===== src/rtl/multicycle_ctrl.sv =====
// Multi-cycle control sequencer for the RV32I core: one datapath phase per cycle,
// memory phases stretched on mem_ready. Optional perf counters under MULTICYCLE_PERF_EN.
module multicycle_ctrl (
    input  logic        clk,
    input  logic        rst,
    input  logic        start,
    input  logic [6:0]  opcode,
    input  logic        br_cond,
    input  logic        mem_ready,
    output logic        pc_write,
    output logic        ir_write,
    output logic        adr_src,
    output logic        mem_read,
    output logic        mem_write,
    output logic        reg_write,
    output logic [1:0]  alu_src_a,
    output logic [1:0]  alu_src_b,
    output logic [1:0]  alu_op,
    output logic [1:0]  result_src,
    output logic [3:0]  state,
    output logic        illegal,
    output logic [31:0] cycle_cnt,
    output logic [31:0] instret_cnt
);

    typedef enum logic [3:0] {
        S_IDLE   = 4'd0,
        S_FETCH  = 4'd1,
        S_DECODE = 4'd2,
        S_MEMADR = 4'd3,
        S_MEMRD  = 4'd4,
        S_MEMWB  = 4'd5,
        S_MEMWR  = 4'd6,
        S_EXEC_R = 4'd7,
        S_EXEC_I = 4'd8,
        S_ALUWB  = 4'd9,
        S_BRANCH = 4'd10,
        S_JAL    = 4'd11,
        S_JALR   = 4'd12,
        S_LINK   = 4'd13,
        S_UPPER  = 4'd14,
        S_TRAP   = 4'd15
    } state_e;

    localparam logic [6:0] OP_LOAD   = 7'b0000011;
    localparam logic [6:0] OP_STORE  = 7'b0100011;
    localparam logic [6:0] OP_RTYPE  = 7'b0110011;
    localparam logic [6:0] OP_ITYPE  = 7'b0010011;
    localparam logic [6:0] OP_BRANCH = 7'b1100011;
    localparam logic [6:0] OP_JAL    = 7'b1101111;
    localparam logic [6:0] OP_JALR   = 7'b1100111;
    localparam logic [6:0] OP_LUI    = 7'b0110111;
    localparam logic [6:0] OP_AUIPC  = 7'b0010111;

    state_e state_q, state_d;
    logic   illegal_q, illegal_d;
    logic   mem_busy;

    assign mem_busy = ((state_q == S_MEMRD) || (state_q == S_MEMWR)) && !mem_ready;

    always_comb begin
        state_d = state_q;
        case (state_q)
            S_IDLE:   if (start) state_d = S_FETCH;
            S_FETCH:  if (mem_ready) state_d = S_DECODE;
            S_DECODE: begin
                case (opcode)
                    OP_LOAD, OP_STORE: state_d = S_MEMADR;
                    OP_RTYPE:          state_d = S_EXEC_R;
                    OP_ITYPE:          state_d = S_EXEC_I;
                    OP_BRANCH:         state_d = S_BRANCH;
                    OP_JAL:            state_d = S_JAL;
                    OP_JALR:           state_d = S_JALR;
                    OP_LUI, OP_AUIPC:  state_d = S_UPPER;
                    default:           state_d = S_TRAP;
                endcase
            end
            S_MEMADR: state_d = (opcode == OP_STORE) ? S_MEMWR : S_MEMRD;
            S_MEMRD:  if (mem_ready) state_d = S_MEMWB;
            S_MEMWB:  state_d = S_FETCH;
            S_MEMWR:  if (mem_ready) state_d = S_FETCH;
            S_EXEC_R: state_d = S_ALUWB;
            S_EXEC_I: state_d = S_ALUWB;
            S_ALUWB:  state_d = S_FETCH;
            S_BRANCH: state_d = S_FETCH;
            S_JAL:    state_d = S_LINK;
            S_JALR:   state_d = S_LINK;
            S_LINK:   state_d = S_FETCH;
            S_UPPER:  state_d = S_ALUWB;
            S_TRAP:   state_d = S_TRAP;
            default:  state_d = S_IDLE;
        endcase
        // Dropping start aborts to IDLE, but an in-flight data access must finish first.
        if (!start && !mem_busy) begin
            state_d = S_IDLE;
        end
    end

    always_comb begin
        illegal_d = illegal_q;
        if ((state_q == S_IDLE) && (state_d == S_FETCH)) begin
            illegal_d = 1'b0;
        end
        if (state_d == S_TRAP) begin
            illegal_d = 1'b1;
        end
    end

    always_ff @(posedge clk or negedge rst) begin
        if (!rst) begin
            state_q   <= S_IDLE;
            illegal_q <= 1'b0;
        end else begin
            state_q   <= state_d;
            illegal_q <= illegal_d;
        end
    end

    always_comb begin
        pc_write   = 1'b0;
        ir_write   = 1'b0;
        adr_src    = 1'b0;
        mem_read   = 1'b0;
        mem_write  = 1'b0;
        reg_write  = 1'b0;
        alu_src_a  = 2'b00;
        alu_src_b  = 2'b00;
        alu_op     = 2'b00;
        result_src = 2'b00;
        case (state_q)
            S_FETCH: begin
                mem_read   = 1'b1;
                alu_src_b  = 2'b10;
                result_src = 2'b10;
                ir_write   = mem_ready;
                pc_write   = mem_ready;
            end
            S_DECODE: begin
                alu_src_a = 2'b01;
                alu_src_b = 2'b01;
            end
            S_MEMADR: begin
                alu_src_a = 2'b10;
                alu_src_b = 2'b01;
            end
            S_MEMRD: begin
                adr_src  = 1'b1;
                mem_read = 1'b1;
            end
            S_MEMWB: begin
                result_src = 2'b01;
                reg_write  = 1'b1;
            end
            S_MEMWR: begin
                adr_src   = 1'b1;
                mem_write = 1'b1;
            end
            S_EXEC_R: begin
                alu_src_a = 2'b10;
                alu_op    = 2'b10;
            end
            S_EXEC_I: begin
                alu_src_a = 2'b10;
                alu_src_b = 2'b01;
                alu_op    = 2'b10;
            end
            S_ALUWB: reg_write = 1'b1;
            S_BRANCH: begin
                alu_src_a = 2'b10;
                alu_op    = 2'b01;
                pc_write  = br_cond;
            end
            S_JAL: pc_write = 1'b1;
            S_JALR: begin
                alu_src_a  = 2'b10;
                alu_src_b  = 2'b01;
                result_src = 2'b10;
                pc_write   = 1'b1;
            end
            S_LINK: begin
                alu_src_a  = 2'b01;
                alu_src_b  = 2'b10;
                result_src = 2'b10;
                reg_write  = 1'b1;
            end
            S_UPPER: begin
                alu_src_a = (opcode == OP_LUI) ? 2'b11 : 2'b01;
                alu_src_b = 2'b01;
            end
            default: ;
        endcase
    end

    assign state   = state_q;
    assign illegal = illegal_q;

`ifdef MULTICYCLE_PERF_EN
    logic [31:0] cycle_q, instret_q;
    logic        retire;

    assign retire = (state_d == S_FETCH) &&
                    ((state_q == S_MEMWB) || (state_q == S_MEMWR) || (state_q == S_ALUWB) ||
                     (state_q == S_BRANCH) || (state_q == S_LINK));

    always_ff @(posedge clk or negedge rst) begin
        if (!rst) begin
            cycle_q   <= '0;
            instret_q <= '0;
        end else begin
            if (state_q != S_IDLE) cycle_q <= cycle_q + 32'd1;
            if (retire) instret_q <= instret_q + 32'd1;
        end
    end

    assign cycle_cnt   = cycle_q;
    assign instret_cnt = instret_q;
`else
    assign cycle_cnt   = '0;
    assign instret_cnt = '0;
`endif

endmodule


===== config.mk =====
export PLATFORM = sky130hd
export DESIGN_NAME = multicycle_ctrl
export DESIGN_NICKNAME = d
export VERILOG_FILES = /design/src/rtl/multicycle_ctrl.sv
export SDC_FILE = /design/constraint.sdc
export NUM_CORES = 1
export LEC_CHECK = 0
export CORE_MARGIN = 5
export CORE_UTILIZATION = 36
export DETAILED_ROUTE_END_ITERATION = 16
export PLACE_DENSITY = 0.9
export SYNTH_ARGS = -nofsm -noshare
export SYNTH_HDL_FRONTEND = slang
export SYNTH_SLANG_ARGS = --single-unit

===== constraint.sdc =====
create_clock -name clk -period 2.1 [get_ports clk]
set_input_delay 0.21 -clock clk [delete_from_list [all_inputs] [get_ports clk]]
set_output_delay 0.21 -clock clk [all_outputs]
set_load 0.1 [all_outputs]

==> metrics.yaml, run 1 <==
run_status:
  status: "completed"
clock_network:
  cts_resized: 0
  postCtsHoldBufs: 0
  cts_made_buffers: 3
  post_cts_buffers: 0
  cts_sinks: 5
  clkLatencyLatePin_ns: 0.23
  clkTransAtPathRegs_ns: 0.04
  clock_path_buffers: 2
  cts_tree: "yes"
  root_buffer: "clkbuf_4"
  htree_levels: 1
yosys:
  syn_inst: 163
  syn_avg_cell_area_um2: 7.12
  synth_area_um2: 1160
  yosysWarnings: 0
  synth_cell_types: 40
  synth_edf_count: 0
  synth-seq-area-share_pct: 10.8
  synthFlopType: "dfrtp_1"
  ys_seq_elements: 5
  async_flop_share_pct: 100
timing:
  fin_skew_ns: 0.000900
  fmax_mhz: 526
  min_period_ns: 1.90
  hold_viol_final: 0
  min_period_over_period_pct: 90.6
  holdWs_ns: 0.197
  timing.setup.tns_ns: 0
  setup_slack_ns: 0.198
  setup_viol: 0
  slew_viol_final: 0
  rsz0062_at_grt: "no"
floorplan:
  core_area_um2: 3080
  start_util_pct: 37.7
  dieArea_um2: 4460
  placementRows: 20
  die_y_um: 66.8
  chipWidth_um: 66.8
  io_pins: 95
setup_path:
  path_cells: "nor2_2 -> nand2_1 -> a21oi_4 -> buf_12"
  worstPathRequired_ns: 1.89
  crit_start: "state[3]"
  endpoint_kind: "primary output"
  reg2reg_from: "state[0]"
  cp_top_family: "flip-flops"
  setup.worst_path.class: "reg2out"
  max_stage_delay_ns: 0.58
  crit_arrival_ns: 1.69
  crit_buf_inv: 1
  path_max_fanout: 18
  start_kind: "flop"
  crit_slowest_cell: "dfrtp_4"
routing:
  vias_per_cell: 4.19
  drt_pre_antenna_iters: 4
  totalWireLength_um: 2450
  wl_per_cell_um: 10.4
  first_iter_violations: 17
  num_vias: 984
  antenna_left: 0
  drcViolationCount: 0
grt:
  grt_pass1_wl_um: 3410
  grt_pass1_vias: 790
  antenna_found_initial: 0
  gr-usage-met1_pct: 11.3
  met3_usage_pct: 1.52
  track_usage_pct: 9.39
  grt_max_degree: 19
  met2_usage_pct: 17.1
  grt_overflow: 0
  gr-max-usage-layer: "met2"
finish:
  num_antenna_cells: 0
  drive_gt1_share_pct: 25.7
  nNetsFinal: 204
  area_delta_synth_final_pct: 31.7
  postLayoutCellArea_um2: 1530
power_and_ir_drop:
  leakage_nw: 0.664
  p_per_area_nw_per_um2: 688
  peakVddDrop_v: 0.000305
  total_power_mw: 1.05
placement:
  dp_hpwl_um: 2190
  io_buffer_count: 30
  dpl-instance-area_um2: 1500
  place.gp.congestion: 0.825
  dp_slack_ns: 0.212
worst_hold_path:
  hold_class: "in2async"
job:
  maxCapViolCount: 0
[routing by layer]
metal,up-vias,routed length (µm)
li1,484,-
met1,449,812
met2,51,1350
met3,0,285
met4,0,0
met5,-,0
[path summary, 6_finish.rpt]
check	cells after the start	slack [ns]	to
worst min-delay path	1	0.20	state[1]
worst max register to register	5	0.36	illegal
max in group asynchronous	1	1.70	state[2]
worst max-delay path	4	0.20	result_src[1]
min in group clk	1	0.51	illegal
worst min register to register	1	0.51	illegal
[cell families (layout without fill, tap and decap cells)]
kind of cell,count (synthesis),in the layout,synth area share (%)
other,1,64,0.323
xor gates and xnor gates,1,1,0.754
AOI/OAI and AO/OA,33,33,18.8
DFF,5,5,10.8
buffers and inverters,74,39,46.6
and+or+nand+nor,49,49,22.8
[flip-flops by register name, summed over array words and instances (netlist names)]
signal,count
state,4
illegal,1
[layout by cell type, fill, tap and decap left out, drive strengths merged]
cell           synthesis  layout
a31oi                  3       3
a221oi                 1       1
nor2b                  3       3
a41oi                  1       1
conb                   1      64
a2bb2oi                1       1
o311ai                 1       1
nor3b                  1       1
clkdlybuf4s50          0      11
buf                   71      21
nand3b                 1       1
clkbuf                 0       4
a32oi                  1       1
o22ai                  3       3
nand2                 12      12
o21a                   1       1
or3                    1       1
nand3                  2       2
o41ai                  1       1
nor4b                  1       1
nor2                  13      13
and3                   2       2
dfrtp                  5       5
inv                    3       3
and2b                  1       1
o22a                   1       1
o21ai                 10      10
xnor2                  1       1
a211o                  2       2
nand2b                 5       5
nand4                  1       1
a21oi                  6       6
a32o                   1       1
nor3                   6       6
[power breakdown]
group          total [mW]  internal (mW)  switching (mW)
Sequential          0.116          0.102          0.0146
Clock               0.103         0.0714          0.0321
Combinational       0.833          0.122           0.711
[through the flow]
stage,util (%),instances
final,49.7,235
after global routing,49.7,235
after CTS,49.7,235
after detailed placement,48.8,231
after global placement,48.8,231
after floorplan,-,226
[cells in the mapped netlist, drive strengths merged, types with 2 or more instances]
| cell | n | area share [%] |
|---|---|---|
| nor3 | 6 | 3.0 |
| a31oi | 3 | 1.6 |
| inv | 3 | 0.97 |
| nand3 | 2 | 0.86 |
| o21ai | 10 | 4.6 |
| buf | 71 | 46 |
| dfrtp | 5 | 11 |
| nand2b | 5 | 3.1 |
| o22ai | 3 | 1.6 |
| nor2 | 13 | 4.4 |
| a211o | 2 | 1.5 |
| a21oi | 6 | 2.6 |
| nor2b | 3 | 1.6 |
| and3 | 2 | 1.1 |
| nand2 | 12 | 3.9 |
[final cells by class]
class / count / area (µm²)
inverter: 3 / 11.3
fill: 307 / 1550
multi-input combinational: 147 / 856
clock buffer: 4 / 26.3
tap: 44 / 55.1
sequential: 5 / 138
timing repair buffer: 32 / 443
Power figures use the tool's default switching activity.
==> run 2, diff against run 1 <==
Settings changed: CAP_MARGIN set to 30, REMOVE_ABC_BUFFERS set to 1.
==> run 2 against run 1 <==
  * Cell count unchanged
  * Design area fell by 7.8%
  * Register-to-register slack worse by 0.08 ns
  * Die area did not move
  * Sequential share of layout area about the same
  * Clock skew up 0.0048 ns
  * Global-route usage is 1.0 points higher
  * Critical endpoint is now alu_src_b[0]
==> metrics.yaml, run 2 (synthesized netlist as in run 1, its figures left out) <==
run_status:
  status: "completed"
timing:
  fmax_mhz: 520
  min_period_over_period_pct: 91.6
  slew_viol_final: 0
  rsz0062_at_grt: "no"
  fin_skew_ns: 0.00573
  hold_viol_final: 0
  min_period_ns: 1.92
  max_slew.worst_pin.slew_ns: 0.527
  max_slew_margin_pct: 64.8
  setup_viol: 0
routing:
  totalWireLength_um: 2590
  first_iter_violations: 20
  antenna_left: 0
  drcViolationCount: 0
  num_vias: 1012
  wl_met1_um: 898
  vias_per_cell: 4.31
  met3_length_um: 289
  highest-signal-layer: "met4"
  wl_met2_um: 1360
  wl_per_cell_um: 11.0
  drt_pre_antenna_iters: 4
finish:
  final_cell_mix: "64 x conb_1, 15 x buf_12, 12 x nor2_1, 12 x nand2_1, 11 x clkdlybuf4s50_1"
  fillers: 307
  num_antenna_cells: 0
  drive_gt1_share_pct: 17.3
  largest_reg_flops: 4
  area_delta_synth_final_pct: 21.4
  nNetsFinal: 204
  postLayoutCellArea_um2: 1410
  layout_commonest_cell: "conb_1"
power_and_ir_drop:
  p_seq_share_pct: 10.7
  leakage_nw: 0.660
  p_per_area_nw_per_um2: 733
  peakVddDrop_v: 0.000344
  power_frac_comb_pct: 78.4
  pwr-share-clk_pct: 10.9
  switching_share_pct: 72.7
  total_power_mw: 1.03
  internal_power_mw: 0.282
  p_switching_mw: 0.751
setup_path:
  path_max_fanout: 15
  setup.worst_path.class: "reg2out"
  r2r_end: "illegal"
  worstPathRequired_ns: 1.89
  crit_start: "state[2]"
  reg2reg_depth: 5
  endpoint_kind: "primary output"
  reg2reg_from: "state[1]"
  crit_arrival_ns: 1.71
  r2r_setup_slack_ns: 0.28
  start_kind: "flop"
floorplan:
  die_y_um: 66.8
  start_util_pct: 37.7
  io_pins: 95
  chipWidth_um: 66.8
  core_area_um2: 3080
  placementRows: 20
  dieArea_um2: 4460
grt:
  track_usage_pct: 10.4
  grt_pass1_vias: 895
  antenna_found_initial: 0
  grt_pass1_wl_um: 3710
  grt_max_degree: 19
  grt_overflow: 0
clock_network:
  clkLatencyLatePin_ns: 0.24
  htree_levels: 1
  cts_made_buffers: 3
  clock_path_buffers: 2
  clkTransAtPathRegs_ns: 0.05
  cts_tree: "yes"
  cts_sinks: 5
  root_buffer: "clkbuf_4"
  postCtsHoldBufs: 0
placement:
  dp_hpwl_um: 2240
  dpl-instance-area_um2: 1380
  io_buffer_count: 30
  place.gp.congestion: 0.906
job:
  maxCapViolCount: 0
worst_hold_path:
  hold_class: "in2async"
[run 2: final cells by class]
cell class	count	area (µm²)	share of cell area (%)
multi-input combinational	147	736	52.2
timing repair buffer	32	455	32.3
sequential	5	126	8.96
tap	44	55.1	3.90
clock buffer	4	26.3	1.86
inverter	3	11.3	0.799
[run 2: through the flow]
stage | instances | setup slack (ns) | hold slack [ns] | util, % | TNS, ns
after floorplan | 155 | -1.56 | -0.0856 | - | -15.18
after global placement | 231 | 0.118 | 0.446 | 44.8 | 0
after detailed placement | 231 | -0.00198 | 0.452 | 44.8 | -0.00198
after CTS | 235 | 0.0689 | 0.186 | 45.7 | 0
after global routing | 235 | 0.0474 | 0.200 | 45.8 | 0
final | 235 | 0.177 | 0.193 | 45.8 | 0
[run 2: how the worst max path moves through the flow]
| stage | end | slack (ns) | depth (start not counted) |
|---|---|---|---|
| after detailed placement | alu_src_a[1] | -0.002 | 6 |
| after global placement | alu_src_a[1] | 0.12 | 6 |
| after CTS | alu_src_a[0] | 0.07 | 4 |
| final | alu_src_b[0] | 0.18 | 4 |
| after floorplan | adr_src | -1.56 | 1 |
| after global routing | alu_src_a[1] | 0.05 | 4 |
[run 2: worst max-delay path, cell delays in order, from the launching register on]
cell and delay [ns]:
dfrtp_1 0.56, nor2_2 0.33, nand2_1 0.12, o21ai_0 0.22, buf_12 0.24
[run 2: metal layers]
metal | up-vias | track usage, %
met3 | 4 | 3.37
met4 | 0 | 5.08
met2 | 50 | 17.7
li1 | 492 | -
met5 | - | 0
met1 | 466 | 11.6
[run 2: power by group through the flow]
| stage | clock network, mW | logic, mW | registers [mW] |
|---|---|---|---|
| 3_5_place_dp | 0 | 0.806 | 0.111 |
| 4_1_cts | 0.118 | 0.807 | 0.110 |
| 5_1_grt | 0.123 | 0.831 | 0.111 |
| 2_1_floorplan | 0 | 0.659 | 0.137 |
| 6_report | 0.113 | 0.810 | 0.110 |
| 3_3_place_gp | 0 | 0.801 | 0.111 |
[run 2: timing repair]
| item | in CTS | in global routing |
|---|---|---|
| buffers inserted | 0 | 0 |
| endpoints found under the setup margin | 1 | 6 |
| gates resized for setup | 1 | 2 |
==> run 3, diff against run 2 <==
Settings changed: CORE_UTILIZATION 36 to 25, PLACE_DENSITY 0.9 to 0.67.
Clock period 2.1 ns to 2.35 ns, I/O delays scaled along.
==> run 3 against run 2 <==
  * Register-to-register slack improved by 0.25 ns
  * Combinational power down 12%
  * Largest power group unchanged
  * Clock power grew 40%
  * Wire length increased by 3.1%
  * Critical path type is now in2out
  * Worst setup slack gained 0.031 ns
  * First-iteration DRC count grew to 2.6 times the previous value
  * Sequential power is 12% lower
  * Worst hold slack improved by 0.046 ns
  * Cell count increased by 3.4%
==> metrics.yaml, run 3 (synthesized netlist as in run 1, its figures left out) <==
power_and_ir_drop:
  peakVddDrop_v: 0.000245
  p_switching_mw: 0.675
  power_frac_comb_pct: 73.7
  leakage_nw: 0.652
  p_seq_share_pct: 10.0
  switching_share_pct: 69.5
  total_power_mw: 0.971
  internal_power_mw: 0.296
  p_per_area_nw_per_um2: 708
  pwr-share-clk_pct: 16.3
timing:
  hold_viol_final: 0
  fmax_mhz: 467
  rsz0062_at_grt: "no"
  min_period_ns: 2.14
  min_period_over_period_pct: 91.1
  setup_viol: 0
  max_slew_margin_pct: 61.6
  slew_viol_final: 0
  fin_skew_ns: 0.00152
  max_slew.worst_pin.slew_ns: 0.575
  setup_slack_ns: 0.208
setup_path:
  crit_buf_inv: 2
  endpoint_kind: "primary output"
  crit_path_frequent_cell: "nand2_1"
  max_stage_delay_ns: 0.61
  setup.worst_path.class: "in2out"
  crit_slowest_cell: "clkdlybuf4s50_1"
  path_cells: "clkdlybuf4s50_1 -> nand2_1 -> o311ai_0 -> nand2_1 -> o21ai_0 -> buf_12"
  cp_top_family: "buffers and inverters"
  crit_arrival_ns: 1.91
  worstPathRequired_ns: 2.12
  path_max_fanout: 8
  start_kind: "input port"
clock_network:
  cts_made_buffers: 3
  postCtsHoldBufs: 0
  post_cts_buffers: 0
  root_buffer: "clkbuf_8"
  clkLatencyLatePin_ns: 0.22
  cts_resized: 0
  clock_path_buffers: 2
  htree_levels: 1
  cts_tree: "yes"
  clkTransAtPathRegs_ns: 0.03
  cts_sinks: 5
routing:
  wl_per_cell_um: 11.0
  vias_per_cell: 4.17
  first_iter_violations: 51
  antenna_left: 0
  drt_pre_antenna_iters: 4
  totalWireLength_um: 2670
  drcViolationCount: 0
  num_vias: 1013
grt:
  grt_pass1_vias: 974
  track_usage_pct: 8.35
  grt_overflow: 0
  grt_pass1_wl_um: 4280
  grt_max_degree: 19
  antenna_found_initial: 0
floorplan:
  chipWidth_um: 78.2
  dieArea_um2: 6110
  core_area_um2: 4440
  placementRows: 24
  start_util_pct: 26.1
  die_y_um: 78.2
  io_pins: 95
placement:
  dp_hpwl_um: 2210
  dp_slack_ns: 0.227
  place.gp.congestion: 0.742
  io_buffer_count: 30
  dpl-instance-area_um2: 1330
finish:
  final_cell_mix: "64 x conb_1, 12 x nor2_1, 12 x nand2_1"
  area_delta_synth_final_pct: 18.1
  drive_gt1_share_pct: 16.2
  layout_commonest_cell: "conb_1"
  postLayoutCellArea_um2: 1370
  largest_reg_flops: 4
  nNetsFinal: 204
  num_antenna_cells: 0
job:
  maxCapViolCount: 0
run_status:
  status: "completed"
worst_hold_path:
  hold_class: "in2async"
run 3: cell counts in the layout (fill, tap and decap cells not counted):
No cell type changed its count.
run 3: layer usage:
layer | up-vias | track usage [%] | routed length [µm] | share of wire [%]
met5 | - | 0 | 0 | 0
met4 | 0 | 3.85 | 41 | 1.5
met3 | 4 | 2.63 | 301 | 11
met2 | 64 | 14.5 | 1320 | 49
met1 | 460 | 9.33 | 1000 | 38
li1 | 485 | - | - | -
run 3: final timing paths:
check                                to       from  cells past startpoint  slack (ns)
max                        alu_src_a[1]  opcode[2]                      6        0.21
min                            state[0]        rst                      1        0.24
max reg2reg                     illegal   state[1]                      5        0.53
min reg2reg                     illegal    illegal                      1        0.52
max in group asynchronous       illegal        rst                      1        1.92
min in group clk                illegal    illegal                      1        0.52
run 3: cell type report:
class                   instances  area, µm²
well taps                      52       65.1
repair buffers                 32        393
flip-flops and latches          5        125
inverters                       3       11.3
clock buffers                   4       45.0
fillers                       479       3070
multi-input cells             147        732
run 3: through the flow:
stage | TNS (ns) | hold WS [ns] | utilization (%) | cells
finish | 0 | 0.239 | 30.9 | 243
global route | 0 | 0.262 | 30.9 | 243
detailed placement | 0 | 0.479 | 29.8 | 239
global placement | 0 | 0.478 | 29.8 | 239
CTS | 0 | 0.245 | 30.9 | 243
floorplan | -11.91 | -0.0606 | - | 155
run 3: power by group through the flow:
stage                     combinational [mW]  sequential [mW]  clock [mW]
after global routing                   0.736           0.0980       0.168
after global placement                 0.710           0.0981           0
final                                  0.715           0.0972       0.158
after CTS                              0.712           0.0971       0.162
after floorplan                        0.588            0.123           0
after detailed placement               0.712           0.0982           0
==> RTL change, RTL diff (settings of run 1) <==
The option `MULTICYCLE_PERF_EN` is turned on by a define.
--- a/src/rtl/multicycle_ctrl.sv
+++ b/src/rtl/multicycle_ctrl.sv
@@ -1,5 +1,7 @@
 // Multi-cycle control sequencer for the RV32I core: one datapath phase per cycle,
 // memory phases stretched on mem_ready. Optional perf counters under MULTICYCLE_PERF_EN.
+`define MULTICYCLE_PERF_EN
+
 module multicycle_ctrl (
     input  logic        clk,
     input  logic        rst,
Behaviour: not the same (Yosys sat finds a counterexample within 4 cycles, from zero or initial values and one cycle with rst low).
==> RTL change against run 1 <==
Count of clock-buffer cells in the layout rose by 6; worst setup slack got worse by 0.14 ns; cell area rose to 3.5 times the old value; total power rose to 4.5 times the old value; fmax fell by 6.8%; via count rose to 3.1 times the old value; core utilization rose by 5.3 points; routed wire length rose to 4.0 times the old value; sequential cell count rose by 64; area after synthesis rose to 3.1 times the old value; die area rose to 2.7 times the old value; cell count rose to 2.6 times the old value; synthesized cell count rose by 110%; register-to-register slack got worse by 0.29 ns.
==> RTL change: results (changes against run 1) <==
- Critical path origin: state[2]
- Status: finished, final reports clean
- Asr flop ratio synth: 1.00 (unchanged)
- Startpoint of the worst register-to-register path: state[0]
* Final layout net count: 486 (+140%)
- Max incr delay on CP: 0.52 ns (-0.06 ns)
- Clock Latency Late Sink: 0.34 ns (+0.11 ns)
- Top achievable clock speed: 0.490 GHz (-6.8%)
- The final setup skew is 0.0101 ns (+0.00923 ns).
- The clock transition time at the flip-flop clock pins of the worst setup and hold paths is 0.07 ns (+0.03 ns).
* Peak fanout along the critical path: 12 (-6)
* Total number of vias: 3056 (+210%)
- Logic depth of the worst register-to-register path: 8 (+3)
* Maximum number of pins on one net before global-route repair: 35 (+16)
- The share of total power consumed by net switching is 0.462 (-0.258).
* Master cell of the clock root buffer: sky130_fd_sc_hd__clkbuf_8
* Global-route wire length before repair: 15400 um (+350%)
* Number of warnings printed during yosys synthesis: 0 (unchanged)
- Sorting the synthesized cells by how often they occur yields sky130_fd_sc_hd__dfrtp_1, sky130_fd_sc_hd__xnor2_1, sky130_fd_sc_hd__nand2_1, sky130_fd_sc_hd__nand3_1, sky130_fd_sc_hd__and3_1.
- Seq cells post-synth: 69 (+64)
- Arrival @ worst endpoint: 1.83 ns (+0.14 ns)
- The number of antenna diodes was 0 (unchanged).
* Setup slack, reg-to-reg: 0.07 ns (-0.29 ns)
- The sequential element share of the synthesized area came to 0.484 (+0.376).
- Slowest CP cell: sky130_fd_sc_hd__dfrtp_4
- The number of synthesized flops with an enable pin was 0 (unchanged).
- Final-layout fill cell count: 844 (+170%)
- Syn nets: 355
- Top area cells in the synthesized netlist: sky130_fd_sc_hd__dfrtp_1, sky130_fd_sc_hd__xnor2_1, sky130_fd_sc_hd__and3_1, sky130_fd_sc_hd__nand2_1, sky130_fd_sc_hd__xor2_1
- Clock buffers created by TritonCTS: 9 (+6)
* IO Port Bufs: 94 (+210%)
- The count of different cell masters after synthesis came to 54 (+35%).
- Max transition margin: 0.486
- Min-delay worst type: register to register
* Depth of the CTS H-tree: 3 (+2)
- Worst ir drop on vdd: 0.000400 V (+31%)
- The last weighted congestion value of the routability-driven placer came to 0.857 (+3.9%).
* Worst setup path endpoint: result_src[1]
* Antenna violations before repair: 0 (unchanged)
- Number of detailed-routing iterations run before antenna repair: 4 (unchanged)
* Terminus of the critical flop-to-flop path: instret_cnt[14]
* Leakage component of the power: 0.00236 uW (+260%)
* Iteration-0 DRC Markers: 135 (+118)
- The average wire length per cell after detail routing came to 16.1 um (+55%).
- Hpwl dp: 7240 um (+230%)
- Share of post-route cells with drive strength above 1: 0.461 (+0.205)
- GRT Resource Usage Total: 0.164 (+0.0700)
- Clk buf depth: 2 (unchanged)
- The post-place setup slack was -0.138 ns (-0.350 ns).
[RTL change: worst min-delay path by stage]
stage,startpoint,endpoint,slack (ns),cells past startpoint
5_1_grt,instret_cnt[18],instret_cnt[18],0.49,1
2_1_floorplan,rst,cycle_cnt[0],-0.09,0
3_5_place_dp,rst,cycle_cnt[30],0.31,1
4_1_cts,cycle_cnt[21],cycle_cnt[21],0.48,1
3_3_place_gp,rst,cycle_cnt[30],0.31,1
6_report,cycle_cnt[21],cycle_cnt[21],0.47,1
[RTL change: metrics by stage]
step | std cells | TNS (ns) | power, uW | hold slack (ns) | cell area (um2)
2_1_floorplan | 341 | -2.79 | 3160 | -0.0856 | 3860
3_3_place_gp | 582 | -0.478 | 3670 | 0.307 | 5020
3_5_place_dp | 582 | -1.24 | 3720 | 0.313 | 5020
4_1_cts | 600 | 0 | 4700 | 0.476 | 5220
5_1_grt | 610 | -0.139 | 4890 | 0.489 | 5350
6_report | 610 | 0 | 4720 | 0.475 | 5350
[RTL change: worst max-delay path: cells and delay by family, from the launching register on]
family                 cells  cell delay [ns]
AND/OR/NAND/NOR            2             0.26
flip-flops                 1             0.52
AO/OA/AOI/OAI              1             0.15
buffers and inverters      3             0.56
[RTL change: cell families after synthesis]
kind of cell             count (synthesis)  share of synthesized area
adder cells (fa/ha/maj)                  2                    0.00701
buffers and inverters                   20                     0.0266
XOR/XNOR                                64                      0.157
AND/OR/NAND/NOR                        149                      0.234
AO/OA/AOI/OAI                           34                     0.0820
flip-flops                              69                      0.484
multiplexers                             3                    0.00911
[RTL change: area by class of cell]
| cell class | count | area share |
|---|---|---|
| multi-input cells | 252 | 0.366 |
| flip-flops and latches | 69 | 0.337 |
| repair buffers | 133 | 0.228 |
| well taps | 133 | 0.0311 |
| clock buffers | 10 | 0.0257 |
| clock inverters | 6 | 0.00725 |
| inverters | 7 | 0.00491 |
[RTL change: what timing repair did]
item	4_1_cts	5_1_grt
hold endpoints to repair	32	0
pin swaps	0	3
gates resized for setup	1	13
hold buffers	1	0
buffers inserted	1	10
endpoints found under the setup margin	2	34
[RTL change: metal layers]
| metal | track usage | share of wire |
|---|---|---|
| met4 | 0.0793 | 0.021 |
| met1 | 0.195 | 0.41 |
| met2 | 0.289 | 0.53 |
| met5 | 0 | 0 |
| met3 | 0.0241 | 0.038 |
[RTL change: power groups by stage]
stage / clock network (uW) / registers, uW / logic [uW]
after floorplan: 0 / 2320 / 842
after global placement: 0 / 1630 / 2040
after CTS: 996 / 1610 / 2100
after global routing: 1040 / 1630 / 2230
final: 962 / 1610 / 2140
after detailed placement: 0 / 1640 / 2090
